## config.mk

```make
export PLATFORM = sky130hd
export DESIGN_NAME = seg_sym_drv
export DESIGN_NICKNAME = d
export VERILOG_FILES = /design/src/rtl/seg_sym_drv.sv
export SDC_FILE = /design/constraint.sdc
export NUM_CORES = 1
export LEC_CHECK = 0
export CORE_MARGIN = 10
export CORE_UTILIZATION = 48
export CTS_CLUSTER_DIAMETER = 50
export CTS_CLUSTER_SIZE = 8
export DETAILED_ROUTE_END_ITERATION = 8
export PLACE_DENSITY = 0.8
export SYNTH_ARGS = -nofsm -noshare
export SYNTH_HDL_FRONTEND = slang
export SYNTH_SLANG_ARGS = --single-unit
```

## constraint.sdc

```tcl
create_clock -name clk -period 1.8 [get_ports clk]
set_clock_uncertainty 0.2 [all_clocks]
set_input_delay 0.54 -clock clk [delete_from_list [all_inputs] [get_ports clk]]
set_output_delay 0.54 -clock clk [all_outputs]
set_load 0.005 [all_outputs]
```

## src/rtl/seg_sym_drv.sv

```systemverilog
// seg_sym_drv: bar-level driver for one game lane.
// Launches a note on note_start and advances a 3-bit bar level once every
// STEP_TICKS beat ticks. It grades the player's hit against the current level,
// or flags a miss on timeout, and holds the judged bar for SHOW_TICKS ticks
// before returning to idle.
//
// Ports:
//   clk          system clock
//   rst          synchronous active-high reset
//   tick         one-cycle beat-subdivision enable
//   note_start   one-cycle launch pulse
//   hit          one-cycle debounced button pulse
//   state        bar level 0..7 to the segment symbol mapper
//   active       high while the note is in flight
//   judge        00 none, 01 miss, 10 good, 11 perfect (held until next launch)
//   judge_valid  one-cycle pulse when judge is updated
//   overrun      one-cycle pulse when a launch is dropped outside idle
module seg_sym_drv #(
  parameter int STEP_TICKS = 4,
  parameter int SHOW_TICKS = 8,
  parameter int GOOD_MIN   = 5
) (
  input  logic       clk,
  input  logic       rst,
  input  logic       tick,
  input  logic       note_start,
  input  logic       hit,
  output logic [2:0] state,
  output logic       active,
  output logic [1:0] judge,
  output logic       judge_valid,
  output logic       overrun
);

  localparam int PW = $clog2(STEP_TICKS + 1);
  localparam int SW = $clog2(SHOW_TICKS + 1);

  localparam logic [1:0] J_NONE    = 2'b00;
  localparam logic [1:0] J_MISS    = 2'b01;
  localparam logic [1:0] J_GOOD    = 2'b10;
  localparam logic [1:0] J_PERFECT = 2'b11;

  typedef enum logic [1:0] {IDLE, RUN, SHOW} fsm_t;

  fsm_t          fsm;
  logic [PW-1:0] presc;
  logic [SW-1:0] show_cnt;

  // Full bar is perfect; GOOD_MIN..6 is good; anything lower is an early miss.
  function automatic logic [1:0] grade(input logic [2:0] lvl);
    if (lvl == 3'd7)               return J_PERFECT;
    else if (lvl >= 3'(GOOD_MIN))  return J_GOOD;
    else                           return J_MISS;
  endfunction

  always_ff @(posedge clk) begin
    if (rst) begin
      fsm         <= IDLE;
      state       <= 3'd0;
      active      <= 1'b0;
      judge       <= J_NONE;
      judge_valid <= 1'b0;
      overrun     <= 1'b0;
      presc       <= '0;
      show_cnt    <= '0;
    end else begin
      judge_valid <= 1'b0;
      overrun     <= 1'b0;
      case (fsm)
        IDLE: begin
          state  <= 3'd0;
          active <= 1'b0;
          if (note_start) begin
            fsm    <= RUN;
            state  <= 3'd1;
            active <= 1'b1;
            presc  <= '0;
            judge  <= J_NONE;
          end
        end
        RUN: begin
          if (note_start) overrun <= 1'b1;
          // A hit takes priority over a coincident step boundary, so it is
          // graded on the level the player actually saw.
          if (hit) begin
            judge       <= grade(state);
            judge_valid <= 1'b1;
            active      <= 1'b0;
            show_cnt    <= '0;
            fsm         <= SHOW;
          end else if (tick) begin
            if (presc == PW'(STEP_TICKS - 1)) begin
              presc <= '0;
              if (state != 3'd7) begin
                state <= state + 3'd1;
              end else begin
                judge       <= J_MISS;
                judge_valid <= 1'b1;
                active      <= 1'b0;
                show_cnt    <= '0;
                fsm         <= SHOW;
              end
            end else begin
              presc <= presc + PW'(1);
            end
          end
        end
        SHOW: begin
          active <= 1'b0;
          if (note_start) overrun <= 1'b1;
          if (tick) begin
            if (show_cnt == SW'(SHOW_TICKS - 1)) begin
              show_cnt <= '0;
              state    <= 3'd0;
              fsm      <= IDLE;
            end else begin
              show_cnt <= show_cnt + SW'(1);
            end
          end
        end
        default: fsm <= IDLE;
      endcase
    end
  end

endmodule

```

# After elaboration in Yosys (flattened, before gate mapping)
# Index checks and enable logic that the tools add are counted.
# totals
wordCells	89
in_bits	5
ff_bits	17
out_inout_bits	8
# op_classes
muxes	46
reduce_logical	13
n_lt_le_gt_ge	1
eq_ne	16
bitwise_logic	2
add_sub_neg	3
# ops
op	count
two-way mux 3 bit	10
two-way mux 2 bit	14
two-way mux 4 bit	6
!= test 2 bit (second input constant)	7
!= test 3 bit (second input constant)	4
two-way mux 1 bit	10
AND reduction 5 bit	2
one-hot mux 3 bit (3 select lines)	1
one-hot mux 4 bit (2 select lines)	1
AND reduction 4 bit	2
AND reduction 7 bit	1
adder 3 x 1 -> 3 bit (second input constant)	2
one-hot mux 2 bit (3 select lines)	1
one-hot mux 3 bit (2 select lines)	1
AND reduction 6 bit	1
OR reduction 2 bit	3
adder 4 x 1 -> 4 bit (second input constant)	1
equality test 4 x 3 -> 1 bit (second input constant)	1
one-hot mux 2 bit (2 select lines)	1
nonzero test 2 bit	2
equality test 3 x 2 -> 1 bit (second input constant)	1
equality test 3 bit (second input constant)	1
greater-or-equal comparator 3 bit (second input constant)	1
one-hot mux 1 bit (3 select lines)	1
other kinds (5)	6

# Longest topological paths before layout
# Gate-level depths: netlist of the first run.
# logic_depth
depth_word	6
depth_mapped	7
ltp_nobuf	6

# Worst setup path before layout of the first run
# OpenSTA, ideal clock, no wires.
# synth_timing
path_type	register -> register
start	register state[0]
end	register show_cnt[3]
path_buffers	0
path_stages_with_launch	7
arrival_time_ns	1.507
setup_slack_ns	-0.031
t_required_ns	1.477
synth_period_minus_slack_ns	1.831
cell_sequence	dfxtp_1 ha_1 ha_1 nand4b_2 nand3_2 nand3_2 mux2_1
# synth_between
elab_chain_len	3
# synth_lines
item	line_no	rtl
start: declaration	28	output logic [2:0] state,
start signal: assignment	95	state <= state + 3'd1;
!= test 3 bit	94	if (state != 3'd7) begin
!= test 3 bit (no source line)	--	
AND reduction 5 bit (no source line)	--	
end signal: assignment	117	show_cnt <= show_cnt + SW'(1);
end: declaration	47	logic [SW-1:0] show_cnt;
# No other way between the ends.
# A chain may end at the register's enable or synchronous reset.

# Final worst setup path of the first run
# layout_timing
start	register state[0]
end	output state[0]
# No word-level cell between the ends.

==> impl_metrics.csv, run 1 <==
group,metric,value,unit
outcome,status,"finished clean",
yosys,ys_warn_count,0,
worst_setup_path,arrival,1.00,ns
layout,multi_input_area,684,µm²
clock_tree,cts_buffer_depth,2,
clock_tree,cts.reportedPaths.clkPinSlew,0.11,ns
sta,slew_viol_final,0,
sta,finalWorstSetupSlack,0.0562,ns
layout,regArea,349,µm²
placed_design,globalplace.congestion,0.834,
yosys,syn_avg_cell_area,9.13,µm²
floorplan,ioPinCount,13,
placed_design,placed_cells_incl_taps,163,
floorplan,die-area,4380,µm²
floorplan,core_area,2000,µm²
route,routedWlPerCell,15.2,µm
sta,period_needed,1.74,ns
power,peakVddDrop,437,µV
floorplan,die_width,66.2,µm
route,wirelength,2570,µm
placed_design,dpl.hpwl,1950,µm
route,ant_nets,0,
worst_setup_path,end_kind,"output port",
layout,final_cell_mix,"17 x buf_4, 10 x nand2b_1, 10 x dfxtp_1",
worst_hold_path,worstHoldStart,"judge[1]$_SDFFE_PP0P_",
layout,diodes,0,
sta,setup_viol,0,
global_route,track_usage,12.2,%
clock_tree,numCtsBuffers,3,
worst_setup_path,crit_required,1.06,ns
global_route,antenna_found_initial,0,
global_route,grt_max_degree,12,
layout,finalInstanceArea,1370,µm²
route,vias,958,
clock_tree,cts_sinks,17,
floorplan,dieHeight,66.2,µm
layout,final_common_cell,"buf_4",
clock_tree,clock_latency,0.31,ns
global_route,grt_overflow_total,0,
sta,post-route-period-util,96.9,%
clock_tree,cts_tree,"yes",
worst_setup_path,r2r_slack,0.06,ns
placed_design,pre_cts_slack,-0.447,ns
yosys,synth_cells,112,
route,viasPerCell,5.67,
clock_tree,postCtsHoldBufs,0,
power,power_density,714,nW/µm²
layout,syn_to_final_growth,33.7,%
worst_setup_path,path_class,"reg2out",
global_route,grt_first_pass_wirelength,4220,µm
clock_tree,cts-htree-levels,1,
floorplan,rows,16,
worst_setup_path,r2r-start,"state[0]$_SDFFE_PP0P_",
floorplan,start_util,51.1,%
power,power_leakage,0.577,nW
worst_setup_path,start_kind,"flop",
worst_hold_path,whs_path_depth,2,
layout,drive_gt1_share,32.4,%
layout,fill_cells,164,
layout,final_cells,169,
yosys,ys_ff_latch,17,
sta,worst_slew_pin_slew,0.354,ns
placed_design,port_buffers,12,
placed_design,place_area,1280,µm²
route,drc,0,
yosys,synth.distinct_cells,34,
worst_setup_path,r2r-end,"show_cnt[3]$_SDFFE_PP0P_",
flow_run,maxCapViolations,0,
layout,fin_nets,157,
sta,fmax,573,MHz
layout,utilization,68.3,%
power,finalPower,0.000975,W
worst_setup_path,crit_fanout,4,
route,drt_iter0_drc,35,
worst_hold_path,min_path_type,"reg2reg",
global_route,grt_pass1_vias,976,
worst_setup_path,r2r_cells,6,
yosys,syn_nets,126,
route,drt-pass1-iter-count,4,
yosys,seq_area_frac_synth,33.3,%
yosys,syn_area,1020,µm²
clock_tree,cts_root_buf,"clkbuf_4",
worst_hold_path,worstHoldEndpoint,"judge[1]$_SDFFE_PP0P_",
sta,rsz0062_at_grt,"yes",
sta,slew_headroom,76.3,%
sta,final_hold_viol_count,0,
## flip-flops by register name (all words and copies together), names as in the netlist
name	flops
active	1
overrun	1
judge	2
fsm	2
presc	3
state	3
judge_valid	1
show_cnt	4
## repair_timing
item                                    CTS  global route
gates resized for setup                  16            13
pin swaps                                 2             4
buffers inserted                          2             0
endpoints found under the setup margin   16            10
## stage by stage
step	setup TNS (ns)	hold slack [ns]
floorplan	0	0.250
detailed placement	-5.27	0.269
global placement	-4.53	0.254
CTS	0	0.285
finish	0	0.288
global route	-0.102	0.306
## cell usage after synthesis (all sizes together)
library cell	n	area, µm²
a211o	1	10.0
a211oi	1	7.51
a21oi	6	33.8
a311o	1	10.0
a311oi	3	26.3
a31o	1	8.76
a31oi	6	37.5
and2	1	6.26
and3b	1	8.76
buf	1	5.00
clkbuf	2	7.51
dfxtp	17	340
ha	9	113
inv	9	33.8
mux2	1	11.3
mux2i	6	60.1
nand2	8	30.0
nand2b	11	68.8
nand3	5	35.0
nand3b	1	7.51
nand4	1	6.26
nand4b	4	41.3
nor2	7	26.3
nor2b	1	6.26
nor3	1	5.00
nor4b	1	8.76
o21ai	3	15.0
o311ai	1	8.76
o41ai	2	43.8
## report_power, final
| part | internal, W | switching [W] |
|---|---|---|
| sequential | 0.000402 | 0.0000166 |
| combinational | 0.000164 | 0.000174 |
| clock | 0.0000833 | 0.000135 |
| total | 0.000649 | 0.000326 |
## critical path: stages, from the launching register on
cell and delay [ns]:
dfxtp_2 0.35, buf_4 0.14, clkdlybuf4s15_1 0.20
## final cells by class
class / count / share of cell area [%]
inverter: 9 / 2.47
sequential: 17 / 25.5
tap: 27 / 2.47
clock buffer: 3 / 1.65
timing repair buffer: 29 / 17.4
multi-input combinational: 83 / 50.1
clock inverter: 1 / 0.366
## metal layers
metal / up-vias / global-route usage (%) / share of wire [%]
met1: 447 / 11.7 / 42
met5: - / 0 / 0
met2: 29 / 22.1 / 50
met3: 10 / 4.41 / 5.5
met4: 0 / 6.54 / 3.0
li1: 472 / - / -
## cells by family after synthesis
logic type,Yosys count,synth area share (%)
adder cells (fa/ha/maj),9,11.0
AO/OA/AOI/OAI,25,19.7
AND/OR/NAND/NOR,42,24.5
buffers and inverters,12,4.53
flip-flops,17,33.3
multiplexers,7,6.98
## worst max-delay path by stage
stage / startpoint / end / slack, ns
after floorplan: state[0]$_SDFFE_PP0P_ / show_cnt[3]$_SDFFE_PP0P_ / 0.009
after global placement: tick / state[1]$_SDFFE_PP0P_ / -0.37
after detailed placement: tick / state[1]$_SDFFE_PP0P_ / -0.45
after CTS: state[0]$_SDFFE_PP0P_ / state[0] / 0.006
after global routing: state[0]$_SDFFE_PP0P_ / show_cnt[3]$_SDFFE_PP0P_ / -0.03
final: state[0]$_SDFFE_PP0P_ / state[0] / 0.06
Power figures use the tool's default switching activity.
==> run 2: changes to the inputs <==
--- a/config.mk
+++ b/config.mk
@@ -11,6 +11,7 @@
 export CTS_CLUSTER_SIZE = 8
 export DETAILED_ROUTE_END_ITERATION = 8
 export PLACE_DENSITY = 0.8
+export SLEW_MARGIN = 10
 export SYNTH_ARGS = -nofsm -noshare
 export SYNTH_HDL_FRONTEND = slang
 export SYNTH_SLANG_ARGS = --single-unit
==> results of run 2 <==
Final layout, timing and power as in run 1 (identical DEF).
==> run 3: changes to the inputs <==
--- a/config.mk
+++ b/config.mk
@@ -10,8 +10,9 @@
 export CTS_CLUSTER_DIAMETER = 50
 export CTS_CLUSTER_SIZE = 8
 export DETAILED_ROUTE_END_ITERATION = 8
+export GPL_TIMING_DRIVEN = 0
 export PLACE_DENSITY = 0.8
-export SLEW_MARGIN = 10
+export SLEW_MARGIN = 20
 export SYNTH_ARGS = -nofsm -noshare
 export SYNTH_HDL_FRONTEND = slang
 export SYNTH_SLANG_ARGS = --single-unit
==> impl_metrics.csv, run 3 (synthesis gave the netlist of run 1 again) <==
group,metric,value,unit
outcome,status,"finished with violations",
outcome,violations,"negative setup slack",
global_route,grt_max_degree,11,
power,power_frac_comb,34.4,%
power,swShare,33.5,%
clock_tree,cts_sinks,17,
power,p_sw,0.000322,W
sta,setup_viol,1,
layout,largestRegisters,"show_cnt (4), presc (3), state (3)",
clock_tree,cts_tree,"yes",
global_route,grt_pass1_vias,952,
floorplan,start_util,51.1,%
route,drc,0,
route,routedWlPerCell,15.7,µm
global_route,track_usage,12.0,%
layout,largest_reg_flops,4,
route,ant_nets,0,
worst_hold_path,min_path_type,"reg2reg",
power,peakVddDrop,432,µV
placed_design,port_buffers,12,
global_route,grt_overflow_total,0,
route,wirelength,2540,µm
layout,utilization,68.1,%
layout,multi_input_area,728,µm²
floorplan,die_width,66.2,µm
clock_tree,cts_buffer_depth,2,
layout,final_common_cell,"nand2b_1",
global_route,antenna_found_initial,0,
placed_design,globalplace.congestion,0.854,
floorplan,rows,16,
sta,post-route-period-util,101,%
worst_setup_path,path_class,"reg2reg",
layout,syn_to_final_growth,33.3,%
sta,slew_viol_final,0,
sta,fmax,550,MHz
sta,period_needed,1.82,ns
power,sequentialPowerShare,44.2,%
sta,slew_headroom,69.2,%
power,power_density,705,nW/µm²
clock_tree,cts.reportedPaths.clkPinSlew,0.11,ns
layout,fill_cells,156,
route,drt_iter0_drc,25,
layout,diodes,0,
clock_tree,cts-htree-levels,1,
flow_run,maxCapViolations,0,
floorplan,die-area,4380,µm²
worst_setup_path,crit_family,"simple AND/OR/NAND/NOR gates",
sta,fin_tns_setup,-0.0167,ns
worst_setup_path,crit_fanout,5,
sta,finalWorstSetupSlack,-0.0167,ns
worst_setup_path,crit_required,1.78,ns
worst_setup_path,cp_common_cell,"ha_4",
layout,regArea,360,µm²
layout,drive_gt1_share,33.3,%
clock_tree,postCtsHoldBufs,0,
sta,final_hold_viol_count,0,
power,power_leakage,0.552,nW
route,drt-pass1-iter-count,6,
power,power_frac_clock,21.5,%
worst_setup_path,start_kind,"flop",
power,finalPower,0.000961,W
clock_tree,numCtsBuffers,3,
global_route,grt_first_pass_wirelength,4280,µm
layout,top_register,"show_cnt",
worst_setup_path,slowest_stage,"dfxtp_4",
floorplan,core_area,2000,µm²
placed_design,dpl.hpwl,1780,µm
clock_tree,clock_latency,0.29,ns
worst_setup_path,worst-path-buf-inv,0,
clock_tree,cts_root_buf,"clkbuf_4",
layout,fin_nets,150,
worst_setup_path,cpPeakStageDelay,0.38,ns
power,p_int,0.000639,W
route,viasPerCell,5.88,
route,vias,953,
sta,rsz0062_at_grt,"yes",
layout,final_cell_mix,"10 x nand2b_1, 8 x inv_1, 8 x nand2_1, 8 x dlygate4sd2_1",
floorplan,dieHeight,66.2,µm
sta,worst_slew_pin_slew,0.462,ns
floorplan,ioPinCount,13,
worst_setup_path,arrival,1.80,ns
placed_design,pre_cts_slack,-0.542,ns
worst_setup_path,path_cells,"ha_4 -> ha_4 -> nand4b_2 -> nand3_4 -> nand3_2 -> mux2_1",
worst_setup_path,end_kind,"flop",
run 3: final timing paths:
check / from / end / slack, ns / depth (start not counted)
setup reg to reg: state[1]$_SDFFE_PP0P_ / show_cnt[3]$_SDFFE_PP0P_ / -0.02 / 6
hold / removal: judge[1]$_SDFFE_PP0P_ / judge[1]$_SDFFE_PP0P_ / 0.29 / 2
hold reg to reg: judge[1]$_SDFFE_PP0P_ / judge[1]$_SDFFE_PP0P_ / 0.29 / 2
setup / recovery: state[1]$_SDFFE_PP0P_ / show_cnt[3]$_SDFFE_PP0P_ / -0.02 / 6
run 3: per-layer routing:
| layer | track usage, % | vias up | wire (µm) |
|---|---|---|---|
| met2 | 21.5 | 19 | 1310 |
| met3 | 2.54 | 9 | 121 |
| li1 | - | 460 | - |
| met4 | 6.81 | 0 | 77 |
| met1 | 12.6 | 465 | 1030 |
| met5 | 0 | - | 0 |
run 3: stage by stage:
stage / std cells / area [µm²] / hold slack (ns)
after floorplan: 112 / 1020 / 0.250
after global placement: 151 / 1180 / 0.261
after detailed placement: 151 / 1180 / 0.273
after CTS: 159 / 1270 / 0.284
after global routing: 162 / 1360 / 0.327
final: 162 / 1360 / 0.292
run 3: final cells by class:
| cell class | count | share of cell area (%) |
|---|---|---|
| multi-input cells | 83 | 53.4 |
| flip-flops and latches | 17 | 26.4 |
| repair buffers | 19 | 11.8 |
| inverters | 9 | 2.48 |
| well taps | 27 | 2.48 |
| clock buffers | 4 | 1.93 |
| plain buffers | 3 | 1.47 |
run 3: what timing repair did:
item / in CTS / in global routing
cloned: 0 / 0
buffers inserted: 4 / 3
pin swaps: 6 / 6
endpoints found under the setup margin: 20 / 10
resized for setup: 24 / 23
endpoints found under the hold margin: 0 / 0
run 3: power by group through the flow:
stage          Clock, W  Sequential [W]  Combinational [W]
2_1_floorplan         0        0.000426           0.000181
3_3_place_gp          0        0.000427           0.000257
3_5_place_dp          0        0.000430           0.000265
4_1_cts        0.000209        0.000419           0.000288
5_1_grt        0.000224        0.000428           0.000362
6_report       0.000206        0.000425           0.000330
run 3: tightest hold or removal path, stage by stage (launching register included):
cell	delay, ns
dfxtp_2	0.34
nand2b_1	0.06
o21ai_0	0.06
==> patch: new RTL, config.mk and constraints of run 1 <==
Make the reset (`rst`) asynchronous in one clocked block. Comments in the files are not updated.
--- a/src/rtl/seg_sym_drv.sv
+++ b/src/rtl/seg_sym_drv.sv
@@ -55,3 +55,3 @@
 
-  always_ff @(posedge clk) begin
+  always_ff @(posedge clk or posedge rst) begin
     if (rst) begin
Behaviour: differs if rst is asserted again (counterexample within 4 cycles, from zero or initial values and one cycle with rst high); with rst held inactive, the same outputs for 10 cycles.
==> patch against run 1 <==
- the run now ends with setup timing left
- routed wire length rose by 17%
- setup slack got worse by 0.19 ns
- cell area rose by 17%
- sequential cell count did not move
- global-route usage rose by 1.2 points
- area after synthesis did not move
- core utilization rose by 12 points
Power is not compared: it rests on default switching activity, and its combinational part moved more than twofold at a synthesized area within 25%.
==> patch: results (changes against run 1) <==
- Result of the run: finished with violations (was finished, final reports clean)
- Violations in the final reports: setup timing
- Count of final setup violators: 7 (was 0)
- The per-cell routed wire length was 16.91 um (was 15.20 um).
- Htree depth: 1 (unchanged)
- The worst min-delay path class is in2async (was reg2reg).
- Number of inserted filler cells in the final layout: 128 (was 164)
* Violation count after the first detailed-route iteration: 33 (was 35)
- Regs by FF count: show_cnt (4), presc (3), state (3) (unchanged).
* Synthesized-area fraction occupied by ao, oa, aoi and oai cells: 0.1983 (was 0.1971)
- Count of nets left with antenna violations after detail routing: 0 (unchanged)
- The endpoint arrival time on the critical path was 1.94 ns (was 1.00 ns).
- The share of synthesized area occupied by flip-flops and latches is 0.4162 (was 0.3329).
* Share of final-layout standard cells stronger than drive strength 1: 0.4667 (was 0.3239)
* Share of flip-flops with an asynchronous set or reset after synthesis: 1.000 (was 0)
- WL met1: 1241 um (was 1067 um)
- Total met3 wirelength after detailed routing: 157 um (was 141 um)
- The initial antenna violation count is 0 (unchanged).
- The gate count after technology mapping is 100 (was 112).
- The count of unique library cells instantiated by Yosys came to 32 (was 34).
- First-pass GRT wire length: 4616 um (was 4222 um)
- Largest net degree at the start of global routing: 18 (was 12)
- Slew @ Worst Pin: 0.3431 ns (was 0.3541 ns)
- The count of vias placed by the detailed router is 972 (was 958).
- Total GRT Usage: 0.1346 (was 0.1221)
- The total placed instance area was 1419 um^2 (was 1279 um^2).
* Top cells by area, synth: sky130_fd_sc_hd__dfrtp_1 (42%), sky130_fd_sc_hd__ha_1 (11%), sky130_fd_sc_hd__o21ai_0 (5.4%), sky130_fd_sc_hd__mux2_4 (4.4%), sky130_fd_sc_hd__nor2_1 (2.9%) (was sky130_fd_sc_hd__dfxtp_1 (33%), sky130_fd_sc_hd__ha_1 (11%), sky130_fd_sc_hd__nand2b_1 (6.7%), sky130_fd_sc_hd__mux2i_1 (5.9%), sky130_fd_sc_hd__a31oi_1 (3.7%))
- GPL Wtd Cong: 0.8098 (was 0.8341)
- Number of vias per cell: 5.492 (was 5.669)
* Via count of the first global-routing pass: 1042 (was 976)
* Final TNS setup: -0.6694 ns (was 0 ns)
* Commonest cells in the synthesized netlist: sky130_fd_sc_hd__dfrtp_1 (17), sky130_fd_sc_hd__o21ai_0 (11), sky130_fd_sc_hd__ha_1 (9) (was sky130_fd_sc_hd__dfxtp_1 (17), sky130_fd_sc_hd__nand2b_1 (11), sky130_fd_sc_hd__ha_1 (9))
- The sum of met2 wire segment lengths after detailed routing is 1525 um (was 1284 um).
- The top fanout value on the critical path was 3 (was 4).
- Post-synthesis net count: 114 (was 126)
* DP HPWL: 2002 um (was 1949 um)
* YS warnings: 0 (unchanged)
- Worst Setup Slack, final: -0.1302 ns (was 0.05623 ns)
* Multiplexer share of the synthesized area: 0.05508 (was 0.06977)
- The most numerous cell in the Yosys netlist is sky130_fd_sc_hd__dfrtp_1 (was sky130_fd_sc_hd__dfxtp_1).
- The final net count is 165 (was 157).
patch: repair_timing:
action	CTS	global route
gates cloned	0	0
hold endpoints to repair	0	0
buffers inserted	4	3
setup endpoints to repair	21	17
pin swaps	8	6
resized for setup	22	26
patch: cells by family after synthesis:
| group | after synthesis |
|---|---|
| fa+ha+maj | 9 |
| flops | 17 |
| mux | 4 |
| simple gates | 35 |
| compound gates | 27 |
| buf+inv | 8 |
patch: power by group:
part	switching [mW]	internal (mW)	leakage, nW
clock	0.137	0.0868	0.0150
sequential	0.0741	0.491	0.226
combinational	0.665	0.777	0.517
total	0.876	1.35	0.758
patch: worst paths after layout:
check                              end  depth (start not counted)  slack, ns  startpoint
setup / recovery              state[1]                          6      -0.13    state[1]
hold / removal             show_cnt[3]                          3       0.34         rst
setup reg to reg              state[1]                          6      -0.13    state[1]
hold reg to reg                 active                          2       0.34      active
max in group asynchronous     state[2]                          3       0.85         rst
min in group clk                active                          2       0.34      active
patch: metal layers:
metal	up-vias	track usage
met1	483	0.1416
met5	-	0
li1	463	-
met2	17	0.2428
met4	0	0.05497
met3	9	0.03898
patch: area by class of cell:
type                    instances  share of cell area
multi-input cells              75              0.4436
flip-flops and latches         17              0.2672
repair buffers                 47              0.2351
well taps                      27             0.02116
clock buffers                   4             0.01646
inverters                       7             0.01646
patch: through the flow:
stage,worst slack [ns],hold WS (ns)
after floorplan,-0.05975,0.2661
after global placement,-0.4010,0.2895
after detailed placement,-0.4305,0.2967
after CTS,-0.09437,0.3200
after global routing,-0.1564,0.3521
final,-0.1302,0.3395
patch: critical path, stage by stage, from the launching register on:
cell and delay [ns]:
sky130_fd_sc_hd__dfrtp_1 0.43, sky130_fd_sc_hd__ha_4 0.18, sky130_fd_sc_hd__ha_4 0.17, sky130_fd_sc_hd__nor2_4 0.08
sky130_fd_sc_hd__nand3_2 0.06, sky130_fd_sc_hd__a211o_1 0.37, sky130_fd_sc_hd__mux2_4 0.32
